File: src/rtl/uart_alu_sequencer.sv
// Frame sequencer between the UART FIFOs and the ALU: pops A, B, OPCODE, runs the ALU, pushes one reply byte.
// Optional inter-byte timeout is enabled by defining UART_SEQ_TIMEOUT_EN.
module uart_alu_sequencer #(
    parameter int              NBIT        = 8,
    parameter int              NOP         = 6,
    parameter int              ALU_LAT     = 1,
    parameter logic [NBIT-1:0] ERR_CODE    = NBIT'(8'hEE),
    parameter int              TIMEOUT_CYC = 50000
) (
    input  logic            CLK,
    input  logic            RESET,
    input  logic            rx_empty,
    input  logic [NBIT-1:0] r_data,
    output logic            rd_uart,
    input  logic            tx_full,
    output logic [NBIT-1:0] w_data,
    output logic            wr_uart,
    output logic [NBIT-1:0] alu_a,
    output logic [NBIT-1:0] alu_b,
    output logic [NOP-1:0]  alu_op,
    input  logic [NBIT-1:0] alu_res,
    output logic            busy,
    output logic            err,
    output logic [7:0]      frame_cnt
);

    localparam int LAT_W = (ALU_LAT > 1) ? $clog2(ALU_LAT) : 1;

    localparam logic [NOP-1:0] OP_ADD = NOP'(6'h20);
    localparam logic [NOP-1:0] OP_SUB = NOP'(6'h22);
    localparam logic [NOP-1:0] OP_AND = NOP'(6'h24);
    localparam logic [NOP-1:0] OP_OR  = NOP'(6'h25);
    localparam logic [NOP-1:0] OP_XOR = NOP'(6'h26);
    localparam logic [NOP-1:0] OP_NOR = NOP'(6'h27);
    localparam logic [NOP-1:0] OP_SRA = NOP'(6'h03);
    localparam logic [NOP-1:0] OP_SRL = NOP'(6'h02);

    typedef enum logic [2:0] {RD_A, RD_B, RD_OP, EXEC, WR} state_t;

    state_t            state_q, state_d;
    logic [NBIT-1:0]   a_q, b_q, w_data_q;
    logic [NOP-1:0]    op_q;
    logic              op_ok_q;
    logic [LAT_W-1:0]  lat_q;
    logic [7:0]        frame_cnt_q;
    logic              exec_done;
    logic              timeout_hit;

    function automatic logic is_valid_op(input logic [NBIT-1:0] code);
        logic [NOP-1:0] f;
        f = code[NOP-1:0];
        if ((code >> NOP) != '0) return 1'b0;
        case (f)
            OP_ADD, OP_SUB, OP_AND, OP_OR, OP_XOR, OP_NOR, OP_SRA, OP_SRL: return 1'b1;
            default: return 1'b0;
        endcase
    endfunction

    assign exec_done = (state_q == EXEC) && (lat_q == '0);

`ifdef UART_SEQ_TIMEOUT_EN
    localparam int TO_W = $clog2(TIMEOUT_CYC + 1);
    logic [TO_W-1:0] to_cnt_q;
    logic            waiting;

    // Counts consecutive empty cycles mid-frame; any pop or leaving RD_B/RD_OP clears it.
    assign waiting     = ((state_q == RD_B) || (state_q == RD_OP)) && rx_empty;
    assign timeout_hit = waiting && (to_cnt_q == TO_W'(TIMEOUT_CYC - 1));

    always_ff @(posedge CLK) begin
        if (RESET || !waiting || timeout_hit) to_cnt_q <= '0;
        else                                  to_cnt_q <= to_cnt_q + TO_W'(1);
    end
`else
    assign timeout_hit = (TIMEOUT_CYC < 0);
`endif

    always_ff @(posedge CLK) begin
        if (RESET) state_q <= RD_A;
        else       state_q <= state_d;
    end

    always_comb begin
        state_d = state_q;
        unique case (state_q)
            RD_A:  if (!rx_empty) state_d = RD_B;
            RD_B:  if (!rx_empty) state_d = RD_OP;
                   else if (timeout_hit) state_d = RD_A;
            RD_OP: if (!rx_empty) state_d = EXEC;
                   else if (timeout_hit) state_d = RD_A;
            EXEC:  if (lat_q == '0) state_d = WR;
            WR:    if (!tx_full) state_d = RD_A;
            default: state_d = RD_A;
        endcase
    end

    always_comb begin
        rd_uart = 1'b0;
        wr_uart = 1'b0;
        busy    = 1'b0;
        err     = 1'b0;
        if (!RESET) begin
            unique case (state_q)
                RD_A:        rd_uart = !rx_empty;
                RD_B, RD_OP: begin
                    busy    = 1'b1;
                    rd_uart = !rx_empty;
                    err     = timeout_hit;
                end
                EXEC: begin
                    busy = 1'b1;
                    err  = exec_done && !op_ok_q;
                end
                WR: begin
                    busy    = 1'b1;
                    wr_uart = !tx_full;
                end
                default: ;
            endcase
        end
    end

    always_ff @(posedge CLK) begin
        if (RESET) begin
            a_q         <= '0;
            b_q         <= '0;
            op_q        <= '0;
            op_ok_q     <= 1'b0;
            lat_q       <= '0;
            w_data_q    <= '0;
            frame_cnt_q <= '0;
        end else begin
            if (rd_uart) begin
                unique case (state_q)
                    RD_A:  a_q <= r_data;
                    RD_B:  b_q <= r_data;
                    RD_OP: begin
                        op_ok_q <= is_valid_op(r_data);
                        if (is_valid_op(r_data)) op_q <= r_data[NOP-1:0];
                    end
                    default: ;
                endcase
            end
            if ((state_q == RD_OP) && rd_uart)      lat_q <= LAT_W'(ALU_LAT - 1);
            else if ((state_q == EXEC) && !exec_done) lat_q <= lat_q - LAT_W'(1);
            // Reply byte is frozen here so it stays stable for the whole WR wait.
            if (exec_done) w_data_q <= op_ok_q ? alu_res : ERR_CODE;
            if (wr_uart)   frame_cnt_q <= frame_cnt_q + 8'd1;
        end
    end

    assign alu_a     = a_q;
    assign alu_b     = b_q;
    assign alu_op    = op_q;
    assign w_data    = w_data_q;
    assign frame_cnt = frame_cnt_q;

endmodule

File: config.mk
export PLATFORM = sky130hd
export DESIGN_NAME = uart_alu_sequencer
export DESIGN_NICKNAME = d
export VERILOG_FILES = /design/src/rtl/uart_alu_sequencer.sv
export SDC_FILE = /design/constraint.sdc
export NUM_CORES = 1
export LEC_CHECK = 0
export CAP_MARGIN = 20
export CORE_MARGIN = 2
export CORE_UTILIZATION = 40
export DETAILED_ROUTE_END_ITERATION = 12
export GPL_ROUTABILITY_DRIVEN = 0
export GPL_TIMING_DRIVEN = 0
export PLACE_DENSITY = 0.72
export REMOVE_ABC_BUFFERS = 1
export SETUP_SLACK_MARGIN = 0.4
export SLEW_MARGIN = 25
export SYNTH_ARGS = -nofsm -noshare
export SYNTH_HDL_FRONTEND = slang
export SYNTH_SLANG_ARGS = --single-unit
File: constraint.sdc
create_clock -name CLK -period 2.1 [get_ports CLK]
set_input_delay 0.42 -clock CLK [delete_from_list [all_inputs] [get_ports CLK]]
set_output_delay 0.42 -clock CLK [all_outputs]
set_load 0.05 [all_outputs]
==> flow_summary_export.csv, run 1 <==
group,metric,value,unit
run_status,run_status,"finished, final reports clean",
synth,synth_top_cell_area_share,48.6,%
timing,slew_viol_final,0,
floorplan,die_y,70.6,µm
clock_network,clk_pin_slew,0.08,ns
setup_path,reg2reg_to,"alu_b[6]$_SDFFE_PP0P_",
clock_network,clk_latency,0.30,ns
clock_network,htreeDepth,2,
clock_network,cts_tree,"yes",
clock_network,cts_sinks,43,
global_route,grt_usage,17.3,%
setup_path,cp_slowest_cell,"buf_4",
clock_network,numCtsBuffers,5,
drt,drt_iter0_markers,104,
setup_path,crit_chain,"buf_4, buf_16, inv_1, and2_1, buf_6",
setup_path,end_kind,"output pin",
synth,async_flop_share,0,%
timing,fmax,575,MHz
synth,synthesis.area,0.00177,mm²
power_and_ir_drop,ir_drop,404,µV
synth,ys_seq_elements,43,
timing,fin_crit,1.74,ns
job,maxCapViolCount,0,
setup_path,startpoint_type,"input pin",
drt,drt_first_pass_iters,4,
clock_network,clockBufferDepth,2,
synth,yosysSeqAreaShare,48.6,%
timing,finalHoldViolCount,0,
min_path,hold_path_end,"alu_b[5]$_SDFFE_PP0P_",
placed_design,port-buffer-count,61,
drt,routed_via_density,5.01,
drt,routed_wl,4.13,mm
power_and_ir_drop,power_density,623,mW/mm²
placed_design,dp_hpwl,2.92,mm
min_path,hp-start,"alu_b[5]$_SDFFE_PP0P_",
synth,synthFlopType,"dfxtp_1",
clock_network,hold_buffers,0,
synth,syn_area_per_cell,8.90,µm²
drt,num_vias,1598,
setup_path,worstSetupPathType,"input pin to output pin",
synth,synth_top_cells_by_area,"dfxtp_1 49%, a21oi_1 5.4%, nand3_1 5.4%, nand2_1 5.3%, nor2_1 4.2%",
global_route,grt_pass1_vias,1401,
synth,synth_top_area_cell,"dfxtp_1",
global_route,grt_max_degree,29,
floorplan,die_w,70.6,µm
setup_path,regToRegSetupSlack,0.53,ns
drt,wl_per_cell,12.9,µm
min_path,hp-class,"register to register",
synth,yosysUniqueCellTypes,36,
timing,clock_skew,0.0104,ns
min_path,holdPathStages,2,
clock_network,cts-root-buf,"clkbuf_8",
global_route,grt_pass1_wl,6.91,mm
floorplan,dieArea,0.00498,mm²
timing,setup_viol,0,
global_route,antenna_found_initial,0,
synth,netlist_instances,199,
timing,timing.hold.ws,0.452,ns
setup_path,cp_max_fo,28,
timing,tightest_slew,0.569,ns
timing,rsz0062_at_grt,"yes",
setup_path,critPathArrivalTime,1.32,ns
layout,n_antenna_cell,0,
setup_path,cp_num_buf_inv,4,
setup_path,reg2regPathDepth,5,
setup_path,crit_family,"buffers and inverters",
synth,yosysWarnings,0,
timing,period_share,82.8,%
global_route,grt.overflow.total,0,
floorplan,pin_count,62,
layout,fin_util,60.5,%
power_and_ir_drop,leakage,1.16,nW
layout,drive_above_1_share,16.9,%
timing,relSlewSlack,61.9,%
floorplan,std_cell_rows,24,
setup_path,r2r_start,"state_q[1]$_SDFFE_PP0P_",
floorplan,core_area,0.00432,mm²
floorplan,initial_core_util,41.0,%
setup_path,slowest_delay,0.24,ns
synth,synth-edff-count,0,
drt,ant_nets,0,
layout,final_net_count,288,
layout,nFillCells,394,
drt,remaining_drc_errors,0,
layout,area_growth,47.6,%
setup_path,cp.required,1.68,ns
cell type report:
cell class,count,area [µm²],area share [%]
clock buffers,6,82.6,3.16
well taps,52,65.1,2.49
clock inverters,1,5.00,0.191
repair buffers,72,672,25.7
inverters,8,30.0,1.15
multi-input cells,137,888,34.0
flip-flops and latches,43,872,33.3
report_power, final:
part / switching, mW / internal (mW)
logic: 0.154 / 0.0936
registers: 0.0190 / 0.832
clock network: 0.272 / 0.258
total: 0.445 / 1.18
kinds of logic (layout without fill, tap and decap cells):
family,Yosys count,count (layout),synth area share [%]
and+or+nand+nor,93,93,27.8
muxes,5,5,3.39
xor gates and xnor gates,8,8,3.95
adders and majority gates,1,1,0.706
DFF,43,43,48.6
AOI/OAI and AO/OA,30,30,10.6
buffers and inverters,19,87,4.94
cell usage after synthesis, types with 2 or more instances:
cell      instances
dfxtp_1          43
nand2_1          25
nor2_1           20
a21oi_1          19
nand3_1          19
inv_1             8
xor2_1            7
a311oi_1          6
clkbuf_1          5
nand4_1           5
buf_2             4
nor2b_1           4
nor3_1            4
mux2i_1           3
nor3b_1           3
and3_1            2
mux2_4            2
nor3_4            2
layer usage:
| layer | vias to the layer above | global-route usage [%] | routed length, µm |
|---|---|---|---|
| li1 | 820 | - | - |
| met1 | 747 | 23.4 | 1920 |
| met2 | 26 | 26.6 | 2010 |
| met3 | 5 | 4.84 | 147 |
| met4 | 0 | 6.29 | 58 |
| met5 | - | 0 | 0 |
flip-flops by register name (all words and copies together) (netlist names):
name       count
alu_a          8
alu_b          8
frame_cnt      8
w_data         8
alu_op         6
state_q        3
lat_q          1
op_ok_q        1
repair_timing:
item                                    in CTS  in global routing
gates resized for setup                     88                 15
pin swaps                                    4                  5
setup buffers                                7                  3
endpoints found under the setup margin      57                 19
stage by stage:
| stage | setup slack (ns) | instance area [µm²] | TNS [ns] | power, mW | cells |
|---|---|---|---|---|---|
| after global placement | -1.74 | 2390 | -38.71 | 1.10 | 301 |
| after detailed placement | -0.739 | 2420 | -2.97 | 1.11 | 302 |
| after floorplan | -1.22 | 1710 | -1.48 | 0.998 | 188 |
| after global routing | 0.305 | 2620 | 0 | 1.70 | 319 |
| after CTS | 0.143 | 2560 | 0 | 1.64 | 316 |
| final | 0.362 | 2620 | 0 | 1.63 | 319 |
worst register-to-register path, cell delays in order, from the launching register on:
cell	delay [ns]
dfxtp_4	0.38
buf_6	0.14
nor3b_4	0.44
nand2_1	0.29
nand2_1	0.14
a21oi_1	0.07
cell usage in the layout (no fill, tap or decap), types with 2 or more instances in the layout:
| master | instances |
|---|---|
| nand2_1 | 25 |
| nor2_1 | 19 |
| dfxtp_1 | 40 |
| a21oi_1 | 19 |
| dfxtp_4 | 3 |
| mux2_4 | 2 |
| nor2b_1 | 3 |
| inv_1 | 8 |
| xor2_1 | 7 |
| nor3_1 | 3 |
| dlygate4sd2_1 | 39 |
| a311oi_1 | 6 |
| nor3b_1 | 2 |
| buf_6 | 5 |
| nand4_1 | 5 |
| and3_1 | 2 |
| nand3_1 | 18 |
| buf_4 | 10 |
| clkdlybuf4s50_1 | 10 |
| dlymetal6s2s_1 | 2 |
| clkbuf_8 | 6 |
| nor3_4 | 3 |
| clkdlybuf4s15_1 | 3 |
| mux2i_1 | 3 |
worst max path at each step:
| stage | startpoint | endpoint | depth (start not counted) |
|---|---|---|---|
| 4_1_cts | tx_full | wr_uart | 4 |
| 2_1_floorplan | state_q[0]$_SDFFE_PP0P_ | rd_uart | 1 |
| 5_1_grt | RESET | wr_uart | 5 |
| 6_report | RESET | wr_uart | 5 |
| 3_3_place_gp | RESET | rd_uart | 3 |
| 3_5_place_dp | tx_full | wr_uart | 4 |
No activity file was read; power rests on OpenSTA's default activity.
==> inputs of run 2 (changes only) <==
--- a/config.mk
+++ b/config.mk
@@ -11,7 +11,7 @@
 export DETAILED_ROUTE_END_ITERATION = 12
 export GPL_ROUTABILITY_DRIVEN = 0
 export GPL_TIMING_DRIVEN = 0
-export PLACE_DENSITY = 0.72
+export PLACE_DENSITY = 0.75
 export REMOVE_ABC_BUFFERS = 1
 export SETUP_SLACK_MARGIN = 0.4
 export SLEW_MARGIN = 25
==> constraint.sdc (replaced) <==
create_clock -name CLK -period 1.4 [get_ports CLK]
set_input_delay 0.28 -clock CLK [delete_from_list [all_inputs] [get_ports CLK]]
set_output_delay 0.28 -clock CLK [all_outputs]
set_load 0.05 [all_outputs]
==> run 2 against run 1 <==
Compared with the run above:
- the run now ends with setup timing left
- routed wire length increased by 63%
- final area grew 36%
- flip-flop and latch count stayed put
- sequential share of layout area fell by 7.1 points
- core utilization increased by 22 points
- highest routed layer unchanged
==> flow_summary_export.csv, run 2 (synthesis gave the netlist of run 1 again) <==
group,metric,value,unit
floorplan,initial_core_util,41.0,%
clock_network,hold_buffers,0,
clock_network,clockBufferDepth,2,
layout,nFillCells,219,
floorplan,pin_count,62,
run_status,run_status,"finished, violations left",
timing,slew_viol_final,0,
drt,highest_layer,"met4",
drt,wl_met1,2.77,mm
layout,final_cells,362,
floorplan,core_area,0.00432,mm²
power_and_ir_drop,leakage,1.44,nW
layout,drive_above_1_share,67.7,%
min_path,hp-start,"r_data[6]",
clock_network,cts-root-buf,"clkbuf_8",
drt,remaining_drc_errors,0,
setup_path,critPathArrivalTime,1.92,ns
timing,fin_crit,1.70,ns
clock_network,cts_tree,"yes",
layout,n_antenna_cell,0,
floorplan,std_cell_rows,24,
timing,setup_ws,-0.300,ns
drt,num_vias,1999,
timing,rsz0062_at_grt,"yes",
clock_network,htreeDepth,2,
drt,wl_per_cell,18.6,µm
drt,drt_iter0_markers,133,
placed_design,port-buffer-count,61,
setup_path,r2r_start,"state_q[1]$_SDFFE_PP0P_",
clock_network,clk_pin_slew,0.08,ns
setup_path,end_kind,"register",
job,maxCapViolCount,0,
setup_path,critPathMostFrequentCell,"buf_6",
setup_path,worstSetupPathType,"register to register",
setup_path,crit_chain,"nor2b_4, buf_6, buf_6, nand2_4, nor3_4, buf_4, mux2i_1",
setup_path,cp.required,1.62,ns
timing,relSlewSlack,67.9,%
floorplan,dieArea,0.00498,mm²
drt,drt_first_pass_iters,5,
floorplan,die_w,70.6,µm
power_and_ir_drop,p_total,2.73,mW
global_route,grt.overflow.total,0,
drt,dr_wl_met2,3.45,mm
global_route,grt_pass1_vias,1838,
drt,ant_nets,0,
placed_design,dp_cells,302,
layout,fin_util,82.3,%
placed_design,pre_cts_ws,-1.15,ns
global_route,grt_max_degree,31,
setup_path,slowest_delay,0.41,ns
timing,setup_viol,30,
timing,fmax,588,MHz
timing,timing.hold.ws,0.246,ns
clock_network,numCtsBuffers,5,
setup_path,cp_max_fo,6,
layout,area_growth,101,%
layout,final_net_count,330,
setup_path,cp_num_buf_inv,3,
setup_path,cp_slowest_cell,"dfxtp_4",
min_path,hp-class,"input pin to register",
global_route,antenna_found_initial,0,
layout,layout_common_cells,"41 x buf_8, 39 x buf_4, 32 x dfxtp_2, 16 x nor2_1, 13 x buf_6",
drt,routed_via_density,5.52,
clock_network,clk_latency,0.30,ns
floorplan,die_y,70.6,µm
layout,final_common_cell,"buf_8",
power_and_ir_drop,power_density,768,mW/mm²
drt,route.met3.wl,278,µm
power_and_ir_drop,ir_drop,586,µV
clock_network,cts_sinks,43,
timing,finalHoldViolCount,0,
global_route,grt_pass1_wl,8.80,mm
layout,multi_input_area,0.00114,mm²
setup_path,startpoint,"state_q[1]$_SDFFE_PP0P_",
setup_path,startpoint_type,"register",
timing,clock_skew,0.00529,ns
placed_design,dp_hpwl,2.85,mm
timing,period_share,121,%
run_status,violations,"setup timing",
timing,tightest_slew,0.481,ns
drt,routed_wl,6.75,mm
setup_path,crit_family,"simple AND/OR/NAND/NOR gates",
layout,seqCellArea,935,µm²
global_route,grt_usage,22.5,%
## run 2: cell types whose count changed in the layout (fill, tap and decap cells not counted), sizes merged
cell | previous run | this run
buf | 16 | 99
dlygate4sd2 | 39 | 5
clkdlybuf4s15 | 4 | 1
dlymetal6s2s | 2 | 0
clkbuf | 7 | 8
clkdlybuf4s50 | 10 | 9
clkinv | 1 | 0
## run 2: layout make-up
| cell class | count | area share [%] |
|---|---|---|
| Inverter | 8 | 0.844 |
| Clock buffer | 8 | 2.81 |
| Sequential cell | 43 | 26.3 |
| Multi-Input combinational cell | 137 | 32.0 |
| Tap cell | 52 | 1.83 |
| Timing Repair Buffer | 114 | 36.2 |
## run 2: routing by layer
layer	vias up	GRT usage, %
li1	912	-
met1	983	27.2
met2	74	39.1
met3	30	4.42
met4	0	9.22
met5	-	0
## run 2: per-stage QoR
step	setup TNS [ns]	instance area (µm²)
floorplan	-7.63	1710
global placement	-64.74	2390
detailed placement	-22.35	2420
CTS	-1.34	3190
global route	-5.04	3560
finish	-2.83	3560
## run 2: where the power goes
group          internal (mW)  total (mW)  switching [mW]  leakage (nW)
Sequential              1.24        1.28          0.0399         0.371
Combinational          0.257       0.573           0.316          1.01
Clock                  0.450       0.878           0.428        0.0515
Total                   1.95        2.73           0.784          1.44
## run 2: timing repair
action                                  in CTS  in global routing
gates resized for setup                    435                 55
buffers inserted                            32                 18
pin swaps                                   18                 26
cloned                                       2                  0
endpoints found under the setup margin      85                 85
## run 2: worst paths after layout
path                                               end  slack (ns)  cells past startpoint
worst max register to register  alu_op[0]$_SDFFE_PP0P_       -0.30                      7
worst max-delay path            alu_op[0]$_SDFFE_PP0P_       -0.30                      7
worst min-delay path             alu_b[6]$_SDFFE_PP0P_        0.25                      3
worst min register to register   alu_a[4]$_SDFFE_PP0P_        0.47                      2
## run 2: worst register-to-register path: cells and delay by family (launching register included)
kind | cells | cell delay [ns]
buffers and inverters | 3 | 0.38
flip-flops | 1 | 0.41
multiplexers | 1 | 0.23
AND/OR/NAND/NOR | 3 | 0.59
==> inputs of run 3 (changes only) <==
--- a/config.mk
+++ b/config.mk
@@ -5,9 +5,10 @@
 export SDC_FILE = /design/constraint.sdc
 export NUM_CORES = 1
 export LEC_CHECK = 0
-export CAP_MARGIN = 20
+export CAP_MARGIN = 0
 export CORE_MARGIN = 2
 export CORE_UTILIZATION = 40
+export CTS_BUF_LIST = sky130_fd_sc_hd__clkbuf_8
 export DETAILED_ROUTE_END_ITERATION = 12
 export GPL_ROUTABILITY_DRIVEN = 0
 export GPL_TIMING_DRIVEN = 0
==> run 3 against run 2 <==
Compared with the run above:
- the flow still finishes with violations (setup timing)
- die area stayed put
- fmax is 3.4% higher
- worst hold slack got worse by 0.0012 ns
- via count decreased by 1.5%
- clock skew rose by 0.0015 ns
- sequential power is essentially flat
- non-clock buffer count decreased by 1
- largest cell class unchanged
- final area grew 0.11%
- sequential share of layout area hardly changed
- critical path depth shrank 3
==> flow_summary_export.csv, run 3 (synthesis gave the netlist of run 1 again) <==
group,metric,value,unit
setup_path,regToRegSetupSlack,-0.23,ns
floorplan,die_w,70.6,µm
global_route,grt_usage,22.5,%
clock_network,htreeDepth,2,
layout,n_antenna_cell,0,
global_route,grt.overflow.total,0,
global_route,grt_max_degree,31,
setup_path,worstSetupPathType,"register to output pin",
floorplan,core_area,0.00432,mm²
layout,design_area,0.00356,mm²
setup_path,r2r_start,"state_q[1]$_SDFFE_PP0P_",
floorplan,initial_core_util,41.0,%
timing,tightest_slew,0.532,ns
drt,remaining_drc_errors,0,
job,maxCapViolCount,0,
timing,period_share,117,%
placed_design,dp_hpwl,2.85,mm
drt,drt_iter0_markers,139,
placed_design,port-buffer-count,61,
layout,final_cells,361,
placed_design,postPlaceCellArea,0.00242,mm²
timing,rsz0062_at_grt,"yes",
timing,timing.hold.ws,0.245,ns
drt,routed_wl,6.56,mm
clock_network,cts_tree,"yes",
power_and_ir_drop,leakage,1.44,nW
layout,final_net_count,329,
drt,wl_per_cell,18.2,µm
setup_path,critPathArrivalTime,1.36,ns
timing,fin_crit,1.64,ns
global_route,antenna_found_initial,0,
layout,layout_common_cells,"42 x buf_8, 38 x buf_4, 32 x dfxtp_2, 16 x nor2_1, 12 x buf_6",
power_and_ir_drop,p_total,2.73,mW
floorplan,std_cell_rows,24,
min_path,hp-start,"r_data[3]",
timing,fmax,609,MHz
setup_path,reg2regPathDepth,7,
timing,setup_tns,-2.70,ns
layout,area_growth,101,%
global_route,grt_pass1_vias,1838,
setup_path,reg2reg_to,"alu_op[1]$_SDFFE_PP0P_",
clock_network,clockBufferDepth,2,
timing,clock_skew,0.00676,ns
clock_network,clk_pin_slew,0.08,ns
timing,relSlewSlack,64.5,%
clock_network,hold_buffers,0,
drt,drt_first_pass_iters,4,
setup_path,cp_max_fo,6,
placed_design,dp_cells,302,
setup_path,cp.required,1.12,ns
drt,num_vias,1970,
min_path,hold_path_end,"alu_b[3]$_SDFFE_PP0P_",
layout,drive_above_1_share,67.6,%
run_status,run_status,"finished, violations left",
min_path,holdPathStages,3,
layout,nFillCells,219,
drt,routed_via_density,5.46,
timing,finalHoldViolCount,0,
global_route,grt_pass1_wl,8.80,mm
clock_network,clk_latency,0.30,ns
clock_network,cts-root-buf,"clkbuf_8",
power_and_ir_drop,ir_drop,594,µV
drt,ant_nets,0,
min_path,hp-class,"input pin to register",
clock_network,numCtsBuffers,5,
clock_network,cts_sinks,43,
power_and_ir_drop,power_density,766,mW/mm²
timing,slew_viol_final,0,
timing,setup_viol,33,
layout,final_common_cell,"buf_8",
timing,setup_ws,-0.243,ns
setup_path,startpoint_type,"register",
floorplan,pin_count,62,
run_status,violations,"setup timing",
floorplan,dieArea,0.00498,mm²
floorplan,die_y,70.6,µm
setup_path,end_kind,"output pin",
==> run 3: repair_timing <==
| item | in CTS | in global routing |
|---|---|---|
| setup endpoints to repair | 85 | 85 |
| setup buffers | 32 | 17 |
| cloned | 2 | 0 |
| gates resized for setup | 435 | 57 |
| pin swaps | 18 | 28 |
==> run 3: worst max-delay path: stages, from the launching register on <==
cell and delay [ns]:
dfxtp_4 0.41, nor2b_4 0.20, nand3_2 0.12, nor3_2 0.15, buf_6 0.18
==> run 3: where the power goes <==
part           total (mW)  switching [mW]  internal (mW)
logic               0.572           0.315          0.257
clock network       0.877           0.434          0.443
registers            1.28          0.0391           1.24
==> run 3: per-stage QoR <==
| step | worst slack [ns] | utilization, % |
|---|---|---|
| 2_1_floorplan | -1.78 | - |
| 3_3_place_gp | -2.19 | 55.3 |
| 3_5_place_dp | -1.15 | 55.9 |
| 4_1_cts | -0.206 | 73.8 |
| 5_1_grt | -0.289 | 82.4 |
| 6_report | -0.243 | 82.4 |
==> run 3: cell type report <==
type	instances	area, µm²	area share (%)
clock inverter	1	3.75	0.105
multi-input combinational	137	1150	32.2
timing repair buffer	113	1280	36.1
tap	52	65.1	1.83
inverter	8	30.0	0.843
sequential	43	935	26.2
clock buffer	7	96.3	2.70
==> run 3: routing by layer <==
layer / global-route usage (%) / share of wire (%) / routed length, µm / vias to the layer above
li1: - / - / - / 906
met2: 39.1 / 51 / 3320 / 65
met5: 0 / 0 / 0 / -
met4: 9.22 / 3.6 / 239 / 0
met1: 27.2 / 41 / 2700 / 974
met3: 4.42 / 4.6 / 304 / 25
==> run 3: worst max path at each step <==
| stage | slack [ns] | start | to |
|---|---|---|---|
| 2_1_floorplan | -1.78 | state_q[0]$_SDFFE_PP0P_ | rd_uart |
| 3_3_place_gp | -2.19 | RESET | rd_uart |
| 3_5_place_dp | -1.15 | tx_full | wr_uart |
| 4_1_cts | -0.21 | state_q[1]$_SDFFE_PP0P_ | err |
| 5_1_grt | -0.29 | state_q[1]$_SDFFE_PP0P_ | alu_op[1]$_SDFFE_PP0P_ |
| 6_report | -0.24 | state_q[1]$_SDFFE_PP0P_ | err |
